===== config.mk =====
export PLATFORM = sky130hd
export DESIGN_NAME = tile_sched
export DESIGN_NICKNAME = d
export VERILOG_FILES = /design/src/rtl/tile_sched.sv
export SDC_FILE = /design/constraint.sdc
export NUM_CORES = 1
export LEC_CHECK = 0
export ABC_AREA = 1
export CORE_MARGIN = 5
export CORE_UTILIZATION = 40
export DETAILED_ROUTE_END_ITERATION = 12
export DONT_BUFFER_PORTS = 1
export PLACE_DENSITY_LB_ADDON = 0.15
export SYNTH_ARGS = -nofsm -noshare
export SYNTH_HDL_FRONTEND = slang
export SYNTH_SLANG_ARGS = --single-unit

===== constraint.sdc =====
create_clock -name clock -period 4.5 [get_ports clock]
set_input_delay 0.9 -clock clock [delete_from_list [all_inputs] [get_ports clock]]
set_output_delay 0.9 -clock clock [all_outputs]
set_load 0.1 [all_outputs]

===== src/rtl/tile_sched.sv =====
// Walks a layer's padded input map tile by tile in row-major order, issuing one
// descriptor per tile and waiting for the datapath to finish it before the next.
//
// state  | meaning
// IDLE   | waiting for start; config inputs latched on start
// CHECK  | validate latched config, seed indices at tile (0,0)
// ISSUE  | descriptor valid, held until tile_ready
// WAIT   | descriptor accepted, waiting for tile_done
// DONE   | one-cycle sched_done pulse
module tile_sched #(
  parameter int CW = 16,
  parameter int DW = 8,
  parameter int NW = 8
) (
  input  logic          clock,
  input  logic          rst_n,
  input  logic          start,
  input  logic [DW-1:0] cfg_kernel,
  input  logic [DW-1:0] cfg_stride,
  input  logic [DW-1:0] cfg_len_full,
  input  logic [DW-1:0] cfg_len_edge,
  input  logic [DW-1:0] cfg_hgt_full,
  input  logic [DW-1:0] cfg_hgt_edge,
  input  logic [NW-1:0] cfg_cols_full,
  input  logic [NW-1:0] cfg_rows_full,
  input  logic          cfg_col_edge,
  input  logic          cfg_row_edge,
  output logic          tile_valid,
  input  logic          tile_ready,
  output logic [CW-1:0] tile_x,
  output logic [CW-1:0] tile_y,
  output logic [DW-1:0] tile_w,
  output logic [DW-1:0] tile_h,
  output logic [1:0]    tile_class,
  output logic          tile_last,
  input  logic          tile_done,
  output logic          busy,
  output logic          sched_done,
  output logic          cfg_err
);

  typedef enum logic [2:0] {S_IDLE, S_CHECK, S_ISSUE, S_WAIT, S_DONE} state_t;

  state_t        state_q;
  logic [DW-1:0] k_q, s_q, l0_q, l1_q, h0_q, h1_q;
  logic [NW-1:0] cols_q, rows_q;
  logic          cedge_q, redge_q;
  logic [NW-1:0] col_q, row_q;
  logic [CW-1:0] x_q, y_q;
  logic          valid_q, last_q, busy_q, done_q, err_q;
  logic [DW-1:0] w_q, h_q;
  logic [1:0]    class_q;

  logic [DW-1:0] ovl, step_x, step_y;
  logic          cfg_bad;
  logic [NW-1:0] nxt_col, nxt_row;
  logic [CW-1:0] nxt_x, nxt_y;
  logic [DW-1:0] nxt_w, nxt_h;
  logic [1:0]    nxt_class;
  logic          nxt_last;

  // Compared one bit wider so a full 2^NW-entry axis never wraps.
  function automatic logic at_end(input logic [NW-1:0] idx, input logic [NW-1:0] full,
                                  input logic edge_b);
    return ({1'b0, idx} + (NW+1)'(1)) == ({1'b0, full} + (NW+1)'(edge_b));
  endfunction

  always_comb begin
    ovl     = k_q - s_q;
    step_x  = l0_q - ovl;
    step_y  = h0_q - ovl;
    cfg_bad = (k_q < s_q) || (l0_q <= ovl) || (h0_q <= ovl) ||
              ((cols_q == '0) && !cedge_q) || ((rows_q == '0) && !redge_q);
  end

  // Index/origin of the tile to issue next; CHECK seeds the grid at (0,0).
  always_comb begin
    nxt_col = '0;
    nxt_row = '0;
    nxt_x   = '0;
    nxt_y   = '0;
    if (state_q == S_WAIT) begin
      if (at_end(col_q, cols_q, cedge_q)) begin
        nxt_row = row_q + 1'b1;
        nxt_y   = y_q + CW'(step_y);
      end else begin
        nxt_col = col_q + 1'b1;
        nxt_x   = x_q + CW'(step_x);
        nxt_row = row_q;
        nxt_y   = y_q;
      end
    end
    nxt_w     = (nxt_col < cols_q) ? l0_q : l1_q;
    nxt_h     = (nxt_row < rows_q) ? h0_q : h1_q;
    nxt_class = {nxt_row >= rows_q, nxt_col >= cols_q};
    nxt_last  = at_end(nxt_col, cols_q, cedge_q) && at_end(nxt_row, rows_q, redge_q);
  end

  always_ff @(posedge clock or negedge rst_n) begin
    if (!rst_n) begin
      state_q <= S_IDLE;
      k_q     <= '0;
      s_q     <= '0;
      l0_q    <= '0;
      l1_q    <= '0;
      h0_q    <= '0;
      h1_q    <= '0;
      cols_q  <= '0;
      rows_q  <= '0;
      cedge_q <= 1'b0;
      redge_q <= 1'b0;
      col_q   <= '0;
      row_q   <= '0;
      x_q     <= '0;
      y_q     <= '0;
      w_q     <= '0;
      h_q     <= '0;
      class_q <= '0;
      last_q  <= 1'b0;
      valid_q <= 1'b0;
      busy_q  <= 1'b0;
      done_q  <= 1'b0;
      err_q   <= 1'b0;
    end else begin
      case (state_q)
        S_IDLE: if (start) begin
          k_q     <= cfg_kernel;
          s_q     <= cfg_stride;
          l0_q    <= cfg_len_full;
          l1_q    <= cfg_len_edge;
          h0_q    <= cfg_hgt_full;
          h1_q    <= cfg_hgt_edge;
          cols_q  <= cfg_cols_full;
          rows_q  <= cfg_rows_full;
          cedge_q <= cfg_col_edge;
          redge_q <= cfg_row_edge;
          err_q   <= 1'b0;
          busy_q  <= 1'b1;
          state_q <= S_CHECK;
        end
        S_CHECK: begin
          if (cfg_bad) begin
            err_q   <= 1'b1;
            done_q  <= 1'b1;
            state_q <= S_DONE;
          end else begin
            col_q   <= nxt_col;
            row_q   <= nxt_row;
            x_q     <= nxt_x;
            y_q     <= nxt_y;
            w_q     <= nxt_w;
            h_q     <= nxt_h;
            class_q <= nxt_class;
            last_q  <= nxt_last;
            valid_q <= 1'b1;
            state_q <= S_ISSUE;
          end
        end
        S_ISSUE: if (tile_ready) begin
          valid_q <= 1'b0;
          state_q <= S_WAIT;
        end
        S_WAIT: if (tile_done) begin
          if (last_q) begin
            done_q  <= 1'b1;
            state_q <= S_DONE;
          end else begin
            col_q   <= nxt_col;
            row_q   <= nxt_row;
            x_q     <= nxt_x;
            y_q     <= nxt_y;
            w_q     <= nxt_w;
            h_q     <= nxt_h;
            class_q <= nxt_class;
            last_q  <= nxt_last;
            valid_q <= 1'b1;
            state_q <= S_ISSUE;
          end
        end
        S_DONE: begin
          done_q  <= 1'b0;
          busy_q  <= 1'b0;
          state_q <= S_IDLE;
        end
        default: state_q <= S_IDLE;
      endcase
    end
  end

  assign tile_valid = valid_q;
  assign tile_x     = x_q;
  assign tile_y     = y_q;
  assign tile_w     = w_q;
  assign tile_h     = h_q;
  assign tile_class = class_q;
  assign tile_last  = last_q;
  assign busy       = busy_q;
  assign sched_done = done_q;
  assign cfg_err    = err_q;

endmodule


# Yosys cells after proc, flatten, opt, wreduce, memory -nomap -nowiden
# Index checks and enable logic that the tools add are counted.
[classes]
n_eq_ne = 14
n_reduce_logical = 25
mux = 61
n_lt_le_gt_ge = 7
add_sub_neg = 12
[ops]
columns = ["op", "count"]
rows = [
  ["$mux W16", 10],
  ["$mux W8", 18],
  ["$pmux W16 S2", 2],
  ["$pmux W8 S2", 4],
  ["$add A16 B8 Y16", 2],
  ["$add A8 B1 Y9 const B", 3],
  ["$eq A9 B9 Y1", 3],
  ["$lt A8 B8 Y1", 3],
  ["$sub A8 B8 Y8", 3],
  ["$add A8 B1 Y9", 2],
  ["$add A8 B1 Y8 const B", 2],
  ["$ge A8 B8 Y1", 2],
  ["$le A8 B8 Y1", 2],
  ["$logic_not A8 Y1", 2],
  ["$mux W3", 5],
  ["$ne A2 B2 Y1 const B", 7],
  ["$mux W1", 12],
  ["$pmux W3 S4", 1],
  ["$reduce_and A3 Y1", 3],
  ["$reduce_and A4 Y1", 2],
  ["$eq A3 B2 Y1 const B", 2],
  ["$mux W2", 3],
  ["$pmux W1 S2", 3],
  ["$pmux W1 S3", 2],
  ["11 further kinds", 21],
]
[totals]
register_bits = 140
inputBits = 71

# Longest topological paths before layout
# Gate-level depths: netlist of run 1.
[logic_depth]
ltp_word = 10
ltp_mapped = 27
depth_no_buf = 27

# Worst setup path before layout of run 1
# OpenSTA, ideal clock, no wires.
[synth_path]
kind = "reg2reg"
from = "register k_q[0]"
to = "register y_q[13] (netlist: tile_y[13])"
arrival_ns = 4.045
t_required_ns = 4.405
path_stages_with_launch = 24
synth_period_minus_slack_ns = 4.140
slack_ns = 0.360
cell_sequence = "dfrtp_1 > inv_1 > ha_1 > inv_1 > fa_1 > inv_1 > ha_1 > nand2_1 > nor2_1 > a211oi_1 > nor2_1 > o21ai_0 > nand2_1 > nor3b_1 > o21ai_0 > nand2_1 > xor2_1 > ha_1 > clkbuf_1 > nand2_1 > or4_1 > o32ai_1 > xor2_1 > o31ai_1"
[synth_via]
elab_chain_cells = 8
elab_cells_between_ends = 18
cone_classes = "add/sub: 3; order compare: 3; eq/ne: 1; mux: 6; reduce/logical: 5"
[synth_rtl]
columns = ["element", "line", "source"]
rows = [
  ["from (decl)", "45", "logic [DW-1:0] k_q, s_q, l0_q, l1_q, h0_q, h1_q;"],
  ["from (signal assigned)", "127", "k_q <= cfg_kernel;"],
  ["$sub A8 B8 Y8", "69", "ovl = k_q - s_q;"],
  ["$sub A8 B8 Y8 or $le A8 B8 Y1 (tied branches)", "71, 72", ""],
  ["$add A16 B8 Y16 or $logic_or A1 B1 Y1 (tied branches)", "85, 72", ""],
  ["$mux W16 or $logic_or A1 B1 Y1 (tied branches)", "83, 72", ""],
  ["$mux W16 or $logic_or A1 B1 Y1 (tied branches)", "82, 72", ""],
  ["$mux W16 or $logic_or A1 B1 Y1 (tied branches)", "164, 73", ""],
  ["$mux W16 or $ne A2 B2 Y1 (tied branches)", "n/a", ""],
  ["$pmux W16 S2 or $reduce_and A4 Y1 (tied branches)", "n/a", ""],
  ["to (signal assigned)", "150", "y_q <= nxt_y;"],
  ["to (signal assigned)", "171", "y_q <= nxt_y;"],
  ["to (decl)", "49", "logic [CW-1:0] x_q, y_q;"],
]
# Several ways; a longest one is shown, not always the timed one. The select of a mux whose other input is x is not followed.
# A chain may end at the register's enable or synchronous reset.

# Final worst setup path of run 1
[layout_path]
from = "register k_q[0]"
to = "register x_q[14] (netlist: tile_x[14])"
[layout_via]
elab_chain_cells = 8
elab_cells_between_ends = 18
cone_classes = "add/sub: 3; order compare: 3; eq/ne: 1; mux: 6; reduce/logical: 5"
[layout_rtl]
columns = ["element", "line", "source"]
rows = [
  ["$sub A8 B8 Y8", "69", ""],
  ["$sub A8 B8 Y8 or $le A8 B8 Y1 (tied branches)", "70, 72", ""],
  ["$add A16 B8 Y16 or $logic_or A1 B1 Y1 (tied branches)", "88, 72", ""],
  ["$mux W16 or $logic_or A1 B1 Y1 (tied branches)", "83, 72", ""],
  ["$mux W16 or $logic_or A1 B1 Y1 (tied branches)", "82, 72", ""],
  ["$mux W16 or $logic_or A1 B1 Y1 (tied branches)", "164, 73", ""],
  ["$mux W16 or $ne A2 B2 Y1 (tied branches)", "n/a", ""],
  ["$pmux W16 S2 or $reduce_and A4 Y1 (tied branches)", "n/a", ""],
  ["to (signal assigned)", "149", "x_q <= nxt_x;"],
  ["to (signal assigned)", "170", "x_q <= nxt_x;"],
  ["to (decl)", "49", ""],
]
# Several ways; a longest one is shown, not always the timed one. The select of a mux whose other input is x is not followed.

==> results of run 1 <==
[stage by stage]
step	setup WS [ps]	area [sq um]	setup TNS, ps	cells	util (%)
3_3_place_gp	141	10200	0	1667	42.2
2_1_floorplan	360	9840	0	1355	-
6_report	276	11000	0	1699	45.3
3_5_place_dp	47.2	10200	0	1667	42.2
4_1_cts	13.5	10800	0	1699	44.7
5_1_grt	-55.6	11000	-98.4	1699	45.3
[kinds of logic (layout without fill, tap and decap cells)]
group	Yosys count	in the layout	synth area share, %
xor gates and xnor gates	51	51	4.54
DFF	140	140	35.6
and+or+nand+nor	707	707	31.9
adders and majority gates	67	67	8.90
AOI/OAI and AO/OA	186	186	10.4
buffers and inverters	204	224	8.65
[metal layers]
metal	up-vias	wire, microns	part of all wire [%]	global-route usage (%)
met5	-	0	0	0
met4	0	248	0.91	4.13
met3	22	1820	6.7	5.02
met2	211	11900	44	29.5
met1	3952	13300	49	28.2
li1	4371	-	-	-
[worst paths after layout]
| check | start | to |
|---|---|---|
| max in group asynchronous | rst_n | tile_valid |
| max reg2reg | k_q[0] | tile_x[14] |
| min | rst_n | l1_q[6] |
| min reg2reg | h1_q[4] | h1_q[4] |
| min in group clock | h1_q[4] | h1_q[4] |
| max | k_q[0] | tile_x[14] |
[state kept, by name, indices dropped and copies added (netlist names), 2 cells and up]
name,count
tile_x,16
tile_y,16
col_q,8
cols_q,8
h0_q,8
h1_q,8
k_q,8
l0_q,8
l1_q,8
row_q,8
rows_q,8
s_q,8
tile_h,8
tile_w,8
state_q,3
tile_class,2
[cells in the final DEF (no fill, tap or decap), types with 4 or more instances in the layout]
cell	netlist	routed
nand3_1	79	79
ha_4	0	6
ha_1	62	55
dfrtp_1	140	140
xnor2_1	19	17
nor2_2	12	12
nand2_2	19	19
nor3_2	2	4
inv_1	154	154
o21ai_1	12	16
nand2_1	467	467
clkbuf_16	0	17
nor4_1	7	6
buf_4	2	25
inv_2	9	9
a21oi_2	1	4
xor2_1	32	31
nor2_4	9	9
fa_1	5	4
inv_6	0	6
a21oi_1	40	37
nor3_1	19	17
nand3_2	8	8
o31ai_1	10	10
nor2_1	55	55
o21ai_0	101	95
nand4_1	17	17
[layout make-up]
class / instances / area, sq um
repair buffers: 26 / 208
fillers: 2520 / 13300
well taps: 324 / 405
clock buffers: 19 / 443
multi-input cells: 1011 / 5650
inverters: 166 / 626
clock inverters: 13 / 154
flip-flops and latches: 140 / 3500
[what timing repair did]
item / 4_1_cts / 5_1_grt
setup buffers: 0 / 0
gates resized for setup: 0 / 30
setup endpoints to repair: 0 / 14
[worst max-delay path, cell delays in order (launching register included)]
cell and delay [ps]:
dfrtp_1 360, inv_1 70, ha_1 140, inv_1 60, fa_2 580, inv_1 70
ha_1 290, nand2_1 60, o21ai_2 140, xnor2_1 130, inv_1 90, ha_4 300
nand3b_1 80, and2_1 170, nor2_1 130, nand2_1 110, a21boi_2 170, o21ai_1 90
nand2_1 60, nand2_1 120, nor4_4 340, nand3_1 120, xor2_1 190, nor2_1 120
nand3_1 70, o21ai_0 70
==> impl_metrics.yaml, run 1 <==
global_route:
  grt_antenna_before_repair: 0
  grt_pass1_wl_microns: 43900
  track_usage_pct: 19.5
  gr-total-overflow: 0
  grt_pass1_vias: 8146
  grt_max_degree: 141
sta:
  slew_headroom_pct: 30.6
  rsz0062_at_grt: "true"
  hold_viol: 0
  tightest_slew_ps: 1040
  finalCritPeriodShare_pct: 93.9
  fin_worst_skew_ps: 9.56
  fmax_ghz: 0.237
  period_minus_slack_ps: 4220
  holdWs_ps: 164
  finalSetupViolCount: 0
  maxSlewViolCount: 0
logic_synthesis:
  synth_common_cells: "nand2_1 (467), inv_1 (154), dfrtp_1 (140)"
  synth-edff-count: 0
  synth_top_area_share_pct: 35.6
  yosysUniqueCellTypes: 50
  syn_inst: 1355
  async_reset_ff_share_pct: 100
  syn_avg_cell_area_sq_um: 7.26
  syn_area_sq_mm: 0.00984
  yosys_warnings: 0
  ys_seq_elements: 140
  synth_top_area_cell: "dfrtp_1"
  synth_most_common_cell: "nand2_1"
  synth.net_count: 1493
  yosysSeqAreaShare_pct: 35.6
  synth_area_leaders: "dfrtp_1 (36%), nand2_1 (18%), ha_1 (7.9%), inv_1 (5.9%), o21ai_0 (5.1%)"
  synth_ff_type: "dfrtp_1"
clocking:
  clk_latency_ps: 430
  cts-root-buf: "clkbuf_16"
  cts_hold_buffers: 0
  cts_sinks: 140
  clk_pin_slew_ps: 70
  cts_buffer_depth: 2
  cts_htree_levels: 4
  cts_tree: "yes"
  cts_inserted_buffers: 17
critical_path:
  r2r_slack_ps: 280
  cp-end-kind: "flop"
  cp_data_required_time_ps: 4850
  startpoint_type: "flop"
  reg2regPathDepth: 25
  cp_max_fo: 5
  cp.arrival_ps: 4570
  crit_type: "flop to flop"
route:
  vias_per_cell: 5.04
  ant_nets: 0
  drc: 0
  first_iter_violations: 575
  wl_per_cell_microns: 16.0
  wl_microns: 27200
  via_count: 8556
  firstDrtPassIters: 5
floorplanning:
  placeableCoreArea_sq_mm: 0.0242
  die_w_microns: 167
  dieHeight_microns: 167
  start_util_pct: 40.6
  num_rows: 57
  dieArea_sq_mm: 0.0278
  num_io_pins: 126
status:
  status: "complete, no violations"
run:
  maxCapViolations: 0
placed_design:
  port_buffers: 0
  gp_congestion: 0.877
  post-dp-hpwl_microns: 20500
cells_and_area:
  drive_gt1_share_pct: 10.8
  layout.nets: 1500
  diodes: 0
  syn_to_final_growth_pct: 11.6
hold_path:
  hold_class: "primary input to asynchronous set/reset pin"
Power of run 1 is not shown: default switching activity piles up to over one toggle a cycle in this logic, so the estimate is an artifact.
==> run 2, diff against run 1 <==
==> constraint.sdc (replaced) <==
create_clock -name clock -period 4.5 [get_ports clock]
set_input_delay 0.9 -clock clock [delete_from_list [all_inputs] [get_ports clock]]
set_output_delay 0.9 -clock clock [all_outputs]
set_load 0.01 [all_outputs]
==> impl_metrics.yaml, run 2 (same netlist as run 1, synthesis figures left out) <==
sta:
  finalCritPeriodShare_pct: 92.1
  maxSlewViolCount: 0
  holdWs_ps: 168
  tightest_slew_ps: 1000
  rsz0062_at_grt: "true"
  fin_ws_ps: 357
  fin_worst_skew_ps: 18.0
  finalSetupViolCount: 0
  hold_viol: 0
  slew_headroom_pct: 33.1
  fmax_ghz: 0.241
  fin_setup_tns_ps: 0
  period_minus_slack_ps: 4140
clocking:
  clk_pin_slew_ps: 70
  cts_buffer_depth: 2
  clk_latency_ps: 430
  cts_inserted_buffers: 17
  cts_tree: "yes"
  cts_hold_buffers: 0
  cts_sinks: 140
  cts-root-buf: "clkbuf_16"
  cts_htree_levels: 4
run:
  maxCapViolations: 0
route:
  ant_nets: 0
  vias_per_cell: 5.00
  met2WireLength_microns: 11700
  wl_met1_microns: 13300
  firstDrtPassIters: 5
  drc: 0
  via_count: 8443
  highest_layer: "met4"
  wl_microns: 27200
  first_iter_violations: 451
  wl_per_cell_microns: 16.1
  wl_met3_microns: 1830
critical_path:
  cp.arrival_ps: 4470
  critPathLaunch: "k_q[2]"
  r2r-start: "k_q[2]"
  cp-end-kind: "flop"
  cp_data_required_time_ps: 4830
  cp_max_fo: 6
  startpoint_type: "flop"
  crit_type: "flop to flop"
floorplanning:
  num_rows: 57
  dieArea_sq_mm: 0.0278
  dieHeight_microns: 167
  die_w_microns: 167
  placeableCoreArea_sq_mm: 0.0242
  num_io_pins: 126
  start_util_pct: 40.6
cells_and_area:
  layout.nets: 1488
  final_common_cell: "nand2_1"
  fill_cells: 2535
  drive_gt1_share_pct: 9.83
  final_cell_mix: "nand2_1 (467), inv_1 (154), dfrtp_1 (140)"
  syn_to_final_growth_pct: 10.1
power:
  p_sw_w: 0.00532
  ir_worst_vdd_mv: 0.469
  p_int_w: 0.00504
  p_leak_nw: 5.24
  clkPwrFrac_pct: 13.9
  p_per_area_mw_per_mm2: 957
  combPwrFrac_pct: 65.2
  p_seq_share_pct: 20.9
  switching_share_pct: 51.4
placed_design:
  gp_congestion: 0.874
  port_buffers: 0
  post-dp-hpwl_microns: 20500
  place_ws_ps: 57.7
global_route:
  grt_pass1_wl_microns: 44500
  track_usage_pct: 19.7
  grt_pass1_vias: 8231
  gr-total-overflow: 0
  grt_antenna_before_repair: 1
  grt_max_degree: 141
hold_path:
  hold_class: "primary input to asynchronous set/reset pin"
status:
  status: "complete, no violations"
[run 2: power groups by stage]
stage	sequential (W)	clock, W	combinational [W]
after floorplan	0.00204	0	0.00506
after global routing	0.00223	0.00154	0.00767
after global placement	0.00218	0	0.00644
final	0.00217	0.00144	0.00676
after detailed placement	0.00219	0	0.00651
after CTS	0.00217	0.00148	0.00654
[run 2: per-layer routing]
layer / vias up / track usage [%]
met5: - / 0
met1: 3865 / 28.2
met2: 210 / 29.7
met4: 0 / 5.05
li1: 4346 / -
met3: 22 / 5.26
[run 2: path summary, 6_finish.rpt]
kind,to,slack (ps),depth (start not counted)
worst max-delay path,tile_y[15],360,21
worst min-delay path,l1_q[6],170,0
worst max register to register,tile_y[15],360,21
worst min register to register,h1_q[2],470,2
max in group asynchronous,tile_x[6],4110,0
min in group clock,h1_q[2],470,2
[run 2: cell type report]
cell class	instances	area, sq um	area share, %
Multi-Input combinational cell	1011	5570	51.4
Timing Repair Buffer	14	130	1.20
Antenna cell	1	2.50	0.0231
Clock buffer	18	439	4.05
Sequential cell	140	3500	32.3
Clock inverter	14	160	1.48
Inverter	166	626	5.77
Tap cell	324	405	3.74
[run 2: critical path, cell delays in order (launching register included)]
cell,delay (ps)
dfrtp_1,390
ha_1,370
a21oi_1,150
nand2_1,90
or2_2,270
nand2_1,100
ha_1,290
a21oi_1,160
o21ai_0,150
nand2_1,110
nand2_1,50
o21ai_1,210
xnor2_1,210
ha_1,360
a21oi_1,220
o21ai_0,140
a21oi_1,140
inv_1,100
nand3_1,70
o21ai_0,110
xnor2_1,140
o31ai_1,220
[run 2: repair_timing]
action	CTS	global route
gates resized for setup	1	22
setup buffers	0	3
setup endpoints to repair	1	19
pin swaps	0	5
gates cloned	0	0
[run 2: metrics by stage]
stage / utilization, % / total power [W] / instance area, sq um / instances
4_1_cts: 44.3 / 0.0102 / 10700 / 1684
2_1_floorplan: - / 0.00710 / 9840 / 1355
5_1_grt: 44.7 / 0.0114 / 10800 / 1688
3_5_place_dp: 41.8 / 0.00869 / 10100 / 1652
6_report: 44.7 / 0.0104 / 10800 / 1688
3_3_place_gp: 41.8 / 0.00862 / 10100 / 1652
Note: power is estimated with default switching activity, not from simulation.
